**src/rtl/dpp_table.sv**
```systemverilog
// dpp_table: fork arbiter for N_PHILO dining philosophers.
// Philosopher events arrive through per-philosopher first-word-fall-through FIFOs.
// A round-robin scan pops at most one event every two cycles. The event is then
// resolved against the fork table: it is granted, queued as hungry, or released.
// A release re-offers the freed forks to the right neighbour, then the left one.
module dpp_table #(
    parameter int unsigned N_PHILO = 5
) (
    input  logic               clk,
    input  logic               reset,
    input  logic [N_PHILO-1:0] evt_data,
    input  logic [N_PHILO-1:0] evt_empty,
    output logic [N_PHILO-1:0] evt_ack,
    output logic [N_PHILO-1:0] may_eat,
    output logic [N_PHILO-1:0] fork_busy,
    output logic [N_PHILO-1:0] eating,
    output logic               proto_err
);

    localparam int unsigned   PW   = $clog2(N_PHILO);
    localparam logic [PW-1:0] LAST = PW'(N_PHILO - 1);

    typedef enum logic {
        StScan,
        StProc
    } state_e;

    // Registered state
    state_e             r_state;
    logic [PW-1:0]      r_ptr;
    logic               r_evt;      // latched event, 1 = hungry, 0 = done
    logic [N_PHILO-1:0] r_hungry;
    logic [N_PHILO-1:0] r_eating;
    logic [N_PHILO-1:0] r_fork;
    logic [N_PHILO-1:0] r_may_eat;
    logic               r_proto_err;

    // Combinational next-state for the event being processed
    logic [PW-1:0]      w_ptr_r;
    logic [PW-1:0]      w_ptr_l;
    logic [N_PHILO-1:0] w_mask_i;
    logic [N_PHILO-1:0] w_mask_r;
    logic [N_PHILO-1:0] w_mask_l;
    logic [N_PHILO-1:0] w_hungry_d;
    logic [N_PHILO-1:0] w_eating_d;
    logic [N_PHILO-1:0] w_fork_d;
    logic [N_PHILO-1:0] w_grant;
    logic               w_err;
    logic               w_pop;

    function automatic logic [PW-1:0] inc_mod(input logic [PW-1:0] p);
        return (p == LAST) ? '0 : p + PW'(1);
    endfunction

    function automatic logic [PW-1:0] dec_mod(input logic [PW-1:0] p);
        return (p == '0) ? LAST : p - PW'(1);
    endfunction

    // Forks used by philosopher p: fork p and fork p+1 (mod N_PHILO).
    function automatic logic [N_PHILO-1:0] fork_mask(input logic [PW-1:0] p);
        logic [N_PHILO-1:0] m;
        logic [PW-1:0]      q;
        q = inc_mod(p);
        for (int unsigned k = 0; k < N_PHILO; k++) begin
            m[k] = (k == 32'(p)) || (k == 32'(q));
        end
        return m;
    endfunction

    assign w_ptr_r  = inc_mod(r_ptr);
    assign w_ptr_l  = dec_mod(r_ptr);
    assign w_mask_i = fork_mask(r_ptr);
    assign w_mask_r = fork_mask(w_ptr_r);
    assign w_mask_l = fork_mask(w_ptr_l);

    // Pop the FIFO under the scan pointer when it holds an event
    assign w_pop = (r_state == StScan) && !evt_empty[r_ptr];

    // Pop strobe, held low during reset even if FIFO 0 is non-empty
    always_comb begin
        evt_ack = '0;
        if (!reset && w_pop) begin
            evt_ack[r_ptr] = 1'b1;
        end
    end

    // Resolve the latched event of philosopher r_ptr against the fork table
    always_comb begin
        w_hungry_d = r_hungry;
        w_eating_d = r_eating;
        w_fork_d   = r_fork;
        w_grant    = '0;
        w_err      = 1'b0;
        if (r_evt) begin
            if (r_eating[r_ptr] || r_hungry[r_ptr]) begin
                w_err = 1'b1;
            end else if ((r_fork & w_mask_i) == '0) begin
                w_fork_d           = r_fork | w_mask_i;
                w_eating_d[r_ptr]  = 1'b1;
                w_grant[r_ptr]     = 1'b1;
            end else begin
                w_hungry_d[r_ptr]  = 1'b1;
            end
        end else if (!r_eating[r_ptr]) begin
            w_err = 1'b1;
        end else begin
            w_eating_d[r_ptr] = 1'b0;
            w_fork_d          = r_fork & ~w_mask_i;
            // Right neighbour has priority on the freed fork i+1
            if (w_hungry_d[w_ptr_r] && ((w_fork_d & w_mask_r) == '0)) begin
                w_fork_d            = w_fork_d | w_mask_r;
                w_eating_d[w_ptr_r] = 1'b1;
                w_hungry_d[w_ptr_r] = 1'b0;
                w_grant[w_ptr_r]    = 1'b1;
            end
            // With two philosophers l == r; the cleared hungry bit blocks a second grant
            if (w_hungry_d[w_ptr_l] && ((w_fork_d & w_mask_l) == '0)) begin
                w_fork_d            = w_fork_d | w_mask_l;
                w_eating_d[w_ptr_l] = 1'b1;
                w_hungry_d[w_ptr_l] = 1'b0;
                w_grant[w_ptr_l]    = 1'b1;
            end
        end
    end

    // Scan/process FSM with registered grant, fork and error outputs
    always_ff @(posedge clk or posedge reset) begin
        if (reset) begin
            r_state     <= StScan;
            r_ptr       <= '0;
            r_evt       <= 1'b0;
            r_hungry    <= '0;
            r_eating    <= '0;
            r_fork      <= '0;
            r_may_eat   <= '0;
            r_proto_err <= 1'b0;
        end else begin
            r_may_eat <= '0;
            case (r_state)
                StScan: begin
                    if (w_pop) begin
                        r_evt   <= evt_data[r_ptr];
                        r_state <= StProc;
                    end else begin
                        r_ptr   <= inc_mod(r_ptr);
                    end
                end
                StProc: begin
                    r_ptr     <= inc_mod(r_ptr);
                    r_state   <= StScan;
                    r_hungry  <= w_hungry_d;
                    r_eating  <= w_eating_d;
                    r_fork    <= w_fork_d;
                    r_may_eat <= w_grant;
                    if (w_err) begin
                        r_proto_err <= 1'b1;
                    end
                end
                default: begin
                    r_state <= StScan;
                end
            endcase
        end
    end

    assign may_eat   = r_may_eat;
    assign fork_busy = r_fork;
    assign eating    = r_eating;
    assign proto_err = r_proto_err;

endmodule

```
**config.mk**
```make
export PLATFORM = sky130hd
export DESIGN_NAME = dpp_table
export DESIGN_NICKNAME = d
export VERILOG_FILES = /design/src/rtl/dpp_table.sv
export SDC_FILE = /design/constraint.sdc
export NUM_CORES = 1
export LEC_CHECK = 0
export ABC_AREA = 1
export CORE_ASPECT_RATIO = 0.5
export CORE_UTILIZATION = 55
export DETAILED_ROUTE_END_ITERATION = 6
export GPL_ROUTABILITY_DRIVEN = 1
export PLACE_DENSITY = 0.79
export SLEW_MARGIN = 20
export SYNTH_ARGS = -nofsm -noshare
export SYNTH_HDL_FRONTEND = slang
export SYNTH_SLANG_ARGS = --single-unit
```
**constraint.sdc**
```tcl
create_clock -name clk -period 6.4 [get_ports clk]
set_input_delay 1.28 -clock clk [delete_from_list [all_inputs] [get_ports clk]]
set_output_delay 1.28 -clock clk [all_outputs]
set_load 0.05 [all_outputs]
```
Yosys cells after proc, flatten, opt, wreduce, memory -nomap -nowiden
Cells that the tools add are included.
- shifts and indexed selects: 0
- bitwise logic cells: 20
- reduce and logical (&&, ||, !) cells: 38
- add/sub/neg operators: 4
- div/mod/pow operators: 0
- multipliers: 0
- equality and inequality tests: 27
- order comparisons: 6
- muxes and demuxes: 63
- operators by type and width (cell ; count):
    $mux 5 ; 34
    $or 5x5->5 ; 8
    $and 5x5->5 ; 7
    $eq 2x3->1 const A ; 10
    $not 5->5 ; 4
    $bmux 1 s3 ; 6
    $logic_or 1x1->1 ; 16
    $eq 1x3->1 const A ; 5
    $eq 3x3->1 const A ; 5
    $logic_not 3->1 ; 5
    $logic_not 5->1 ; 3
    $mux 3 ; 5
    $mux 1 ; 13
    $lt 3x4->1 const B ; 3
    $add 3x1->3 const B ; 3
    $demux 1 s3 ; 3
    $eq 3x3->1 const B ; 3
    $ge 3x1->1 const B ; 3
    $reduce_and 4->1 ; 2
    $logic_and 1x1->1 ; 7
    $ne 2x2->1 const B ; 3
    $pmux 3 s2 ; 1
    $reduce_and 2->1 ; 2
    $sub 3x1->3 const B ; 1
    5 further kinds ; 6
- word-level logic and storage cells: 166
- register bits after elaboration: 26
- memory bits (writable): 0
- input port bits: 12
- memories kept: 0
- bits in latches: 0
- output and inout port bits: 21
- bits in read-only memories: 0

Depth between registers and ports, before layout
- word-level depth: 19
- gate-level depth with buffers: 21

Least setup slack after synthesis
Ideal clock, no wire load.
- path kind: input port to output port
- from: in reset
- to: out evt_ack[0]
- required time: 5120 ps
- arrival time: 2773 ps
- buffers on the path: 0
- stages on the path: 3
- slack: 2347 ps
- cell sequence: inv_1 > nand2_1 > nor2_1
- word-level cells in the longest chain between the ends: 3
- RTL lines (what ; RTL line ; source):
    start: declaration ; 10 ; input logic reset,
    $logic_not 1->1 (no line) ; - ;
    $logic_and 1x1->1 ; 82 ; if (!reset && w_pop) begin
    $mux 5 ; 82 ;
    end: declaration ; 13 ; output logic [N_PHILO-1:0] evt_ack,
Every way passes these cells.

Final worst setup path
- from: in evt_empty[0]
- to: out evt_ack[0]
- word-level cells in the longest chain between the ends: 6
- RTL lines (what ; RTL line ; source):
    start: declaration ; 12 ; input logic [N_PHILO-1:0] evt_empty,
    $bmux 1 s3 ; 77 ; assign w_pop = (r_state == StScan) && !evt_empty[r_ptr];
    $mux 1 (implied by the code) ; 77 ;
    $logic_not 1->1 ; 77 ;
    $logic_and 1x1->1 ; 77 ;
    $logic_and 1x1->1 ; 82 ;
    $mux 5 ; 82 ;
Every way passes these cells. The select of a mux whose other input is x is not followed.

==> results.py <==
metrics = {
    "floorplan": {
        "rows": 16,
        "initial_core_util": 0.576,
        "die_w_um": 92.6,
        "die_h_um": 47.3,
        "io_pins": 33,
        "core_um2": 3920,
        "dieArea_um2": 4380,
    },
    "clock_network": {
        "clock_tree.buffer_depth": 2,
        "h-tree-depth": 1,
        "cts_tree": "done",
        "cts_hold_buf": 0,
        "cts_buffers": 3,
        "cts_resized": 0,
        "clk_pin_slew_ns": 0.11,
        "post-cts-setup-buffer-count": 0,
        "cts_root_buffer": "clkbuf_8",
        "clock-sinks": 26,
        "clk_latency_ns": 0.28,
    },
    "timing": {
        "period_share": 0.755,
        "max_freq_mhz": 207,
        "max_slew_margin": 0.520,
        "setup_tns_ns": 0,
        "setup_violations": 0,
        "final_hold_viol_count": 0,
        "tightest_slew_ns": 0.720,
        "fin_crit_ns": 4.83,
        "slew_violations": 0,
        "holdWs_ns": 0.526,
        "skew_ns": 0.00894,
        "grt_setup_unrepaired": "false",
    },
    "yosys": {
        "synthCells": 347,
        "synth-simple-area-share": 0.376,
        "synthXorXnorAreaFrac": 0.00388,
        "syn_area_um2": 2260,
        "yosysTopAreaCell": "dfrtp_1",
        "synth_edf_count": 0,
        "synth_cell_type_count": 41,
        "synth_top_family_by_area": "simple AND/OR/NAND/NOR gates",
        "synth_top_area_frac": 0.288,
        "synthArstFlopShare": 1.00,
        "avgSynthCellArea_um2": 6.51,
        "synth_nets": 370,
        "yosysSeqAreaShare": 0.288,
        "synth_warnings": 0,
        "synth-adder-area-share": 0.0609,
        "synth-compound-area-share": 0.164,
        "synthMuxAreaShare": 0,
        "ys_ff_latch": 26,
        "synth_ff_type": "dfrtp_1",
        "synthTopCellsByArea": "dfrtp_1 (29%), nand2_1 (15%), inv_1 (8.3%), nor2_1 (7.8%), ha_1 (6.1%)",
    },
    "placed_design": {
        "dp_cells": 430,
        "place.port_buffers": 32,
        "place.gp.congestion": 0.969,
        "dpl.hpwl_mm": 4.95,
    },
    "final_layout": {
        "final_util": 0.690,
        "area_delta_synth_final_pct": 19.8,
        "final_common_cell": "nand2_1",
        "fill_cells": 329,
        "fin_nets": 404,
        "stdcell_count": 434,
        "diodes": 0,
        "final_cell_mix": "nand2_1 (89), inv_1 (50), nor2_1 (47), clkdlybuf4s50_1 (32), dfrtp_1 (26)",
        "drive_above_1_share": 0.103,
    },
    "hold_path": {
        "min_path_type": "reg2reg",
        "min_from": "proto_err",
    },
    "setup_path": {
        "cp.arrival_ns": 3.55,
        "critPathKind": "in2out",
        "cp-start-kind": "input pin",
        "cp_max_fo": 10,
        "worstPathRequired_ns": 5.12,
        "rr_startpoint": "r_ptr[0]",
        "worstSetupEndpointType": "output port",
        "critical_path.startpoint": "evt_empty[0]",
    },
    "routing": {
        "drt-initial-drc-count": 174,
        "ant_nets": 0,
        "drt-total-wl_mm": 6.49,
        "first_pass_iters": 7,
        "drc": 1,
        "viasPerCell": 5.49,
        "num_vias": 2383,
        "routedWlPerCell_um": 15.0,
    },
    "status": {
        "failed_checks": "design-rule violations",
        "outcome": "finished with violations",
    },
    "global_routing": {
        "antenna_found_initial": 0,
        "grt-ovfl-total": 0,
        "grt_first_pass_wirelength_mm": 10.1,
        "grt_pass1_vias": 2063,
        "track_usage": 0.308,
        "grt_max_degree": 28,
    },
    "flow_run": {
        "max_cap_viol_count": 0,
    },
}
sequential cells by signal, indices dropped and copies added (netlist names):
name       flops
eating         5
fork_busy      5
may_eat        5
proto_err      1
r_evt          1
r_hungry       5
r_ptr          3
r_state        1
cell usage after synthesis (2+ instances only):
| cell type | instances |
|---|---|
| inv_1 | 50 |
| a31oi_1 | 3 |
| a211oi_1 | 2 |
| nand3_1 | 21 |
| o21ai_2 | 2 |
| nand2_4 | 2 |
| nand2_1 | 89 |
| o21bai_1 | 2 |
| inv_2 | 8 |
| o21bai_2 | 3 |
| dfrtp_1 | 26 |
| o21ai_0 | 17 |
| or2_2 | 2 |
| a21oi_1 | 12 |
| o22ai_1 | 4 |
| nand4_1 | 5 |
| o21ai_1 | 8 |
| ha_1 | 11 |
| nand2_2 | 4 |
| nand3b_1 | 2 |
| nor2_4 | 3 |
| nor2_2 | 3 |
| nor2_1 | 47 |
| clkbuf_1 | 2 |
| nand3_2 | 3 |
final cells by class:
type | instances | area [um2] | share of cell area
flip-flops and latches | 26 | 651 | 0.240
multi-input cells | 258 | 1370 | 0.505
repair buffers | 33 | 328 | 0.121
inverters | 59 | 221 | 0.0818
well taps | 54 | 67.6 | 0.0250
clock buffers | 3 | 41.3 | 0.0153
clock inverters | 1 | 30.0 | 0.0111
per-layer routing:
layer,vias up,global-route usage,share of wire
li1,1176,-,-
met1,1111,0.422,0.46
met2,88,0.527,0.44
met3,8,0.0631,0.090
met4,0,0.0492,0.0051
met5,-,0,0
per-stage QoR:
| stage | instance area (um2) | setup slack [ns] |
|---|---|---|
| floorplan | 2260 | 2.35 |
| global placement | 2640 | 1.64 |
| detailed placement | 2640 | 1.57 |
| CTS | 2710 | 1.57 |
| global route | 2710 | 1.29 |
| finish | 2710 | 1.57 |
worst paths after layout:
check	end	slack [ns]	cells past startpoint
setup / recovery	evt_ack[0]	1.57	7
hold / removal	proto_err	0.53	1
setup reg to reg	eating[4]	2.55	15
hold reg to reg	proto_err	0.53	1
max in group asynchronous	may_eat[2]	4.75	3
min in group asynchronous	proto_err	1.38	3
worst max-delay path, cell delays in order:
cell             delay, ns
clkdlybuf4s50_1       0.39
o21ai_0               0.13
o21ai_0               0.11
a211oi_2              0.47
nand2_1               0.22
nor2_1                0.14
clkdlybuf4s50_1       0.82
logic make-up after synthesis:
group,count (synthesis)
xor+xnor,1
buf+inv,63
simple gates,186
compound gates,60
flops,26
fa+ha+maj,11
Power is not shown: default switching activity piles up to over one toggle a cycle in this logic, so the estimate is an artifact.
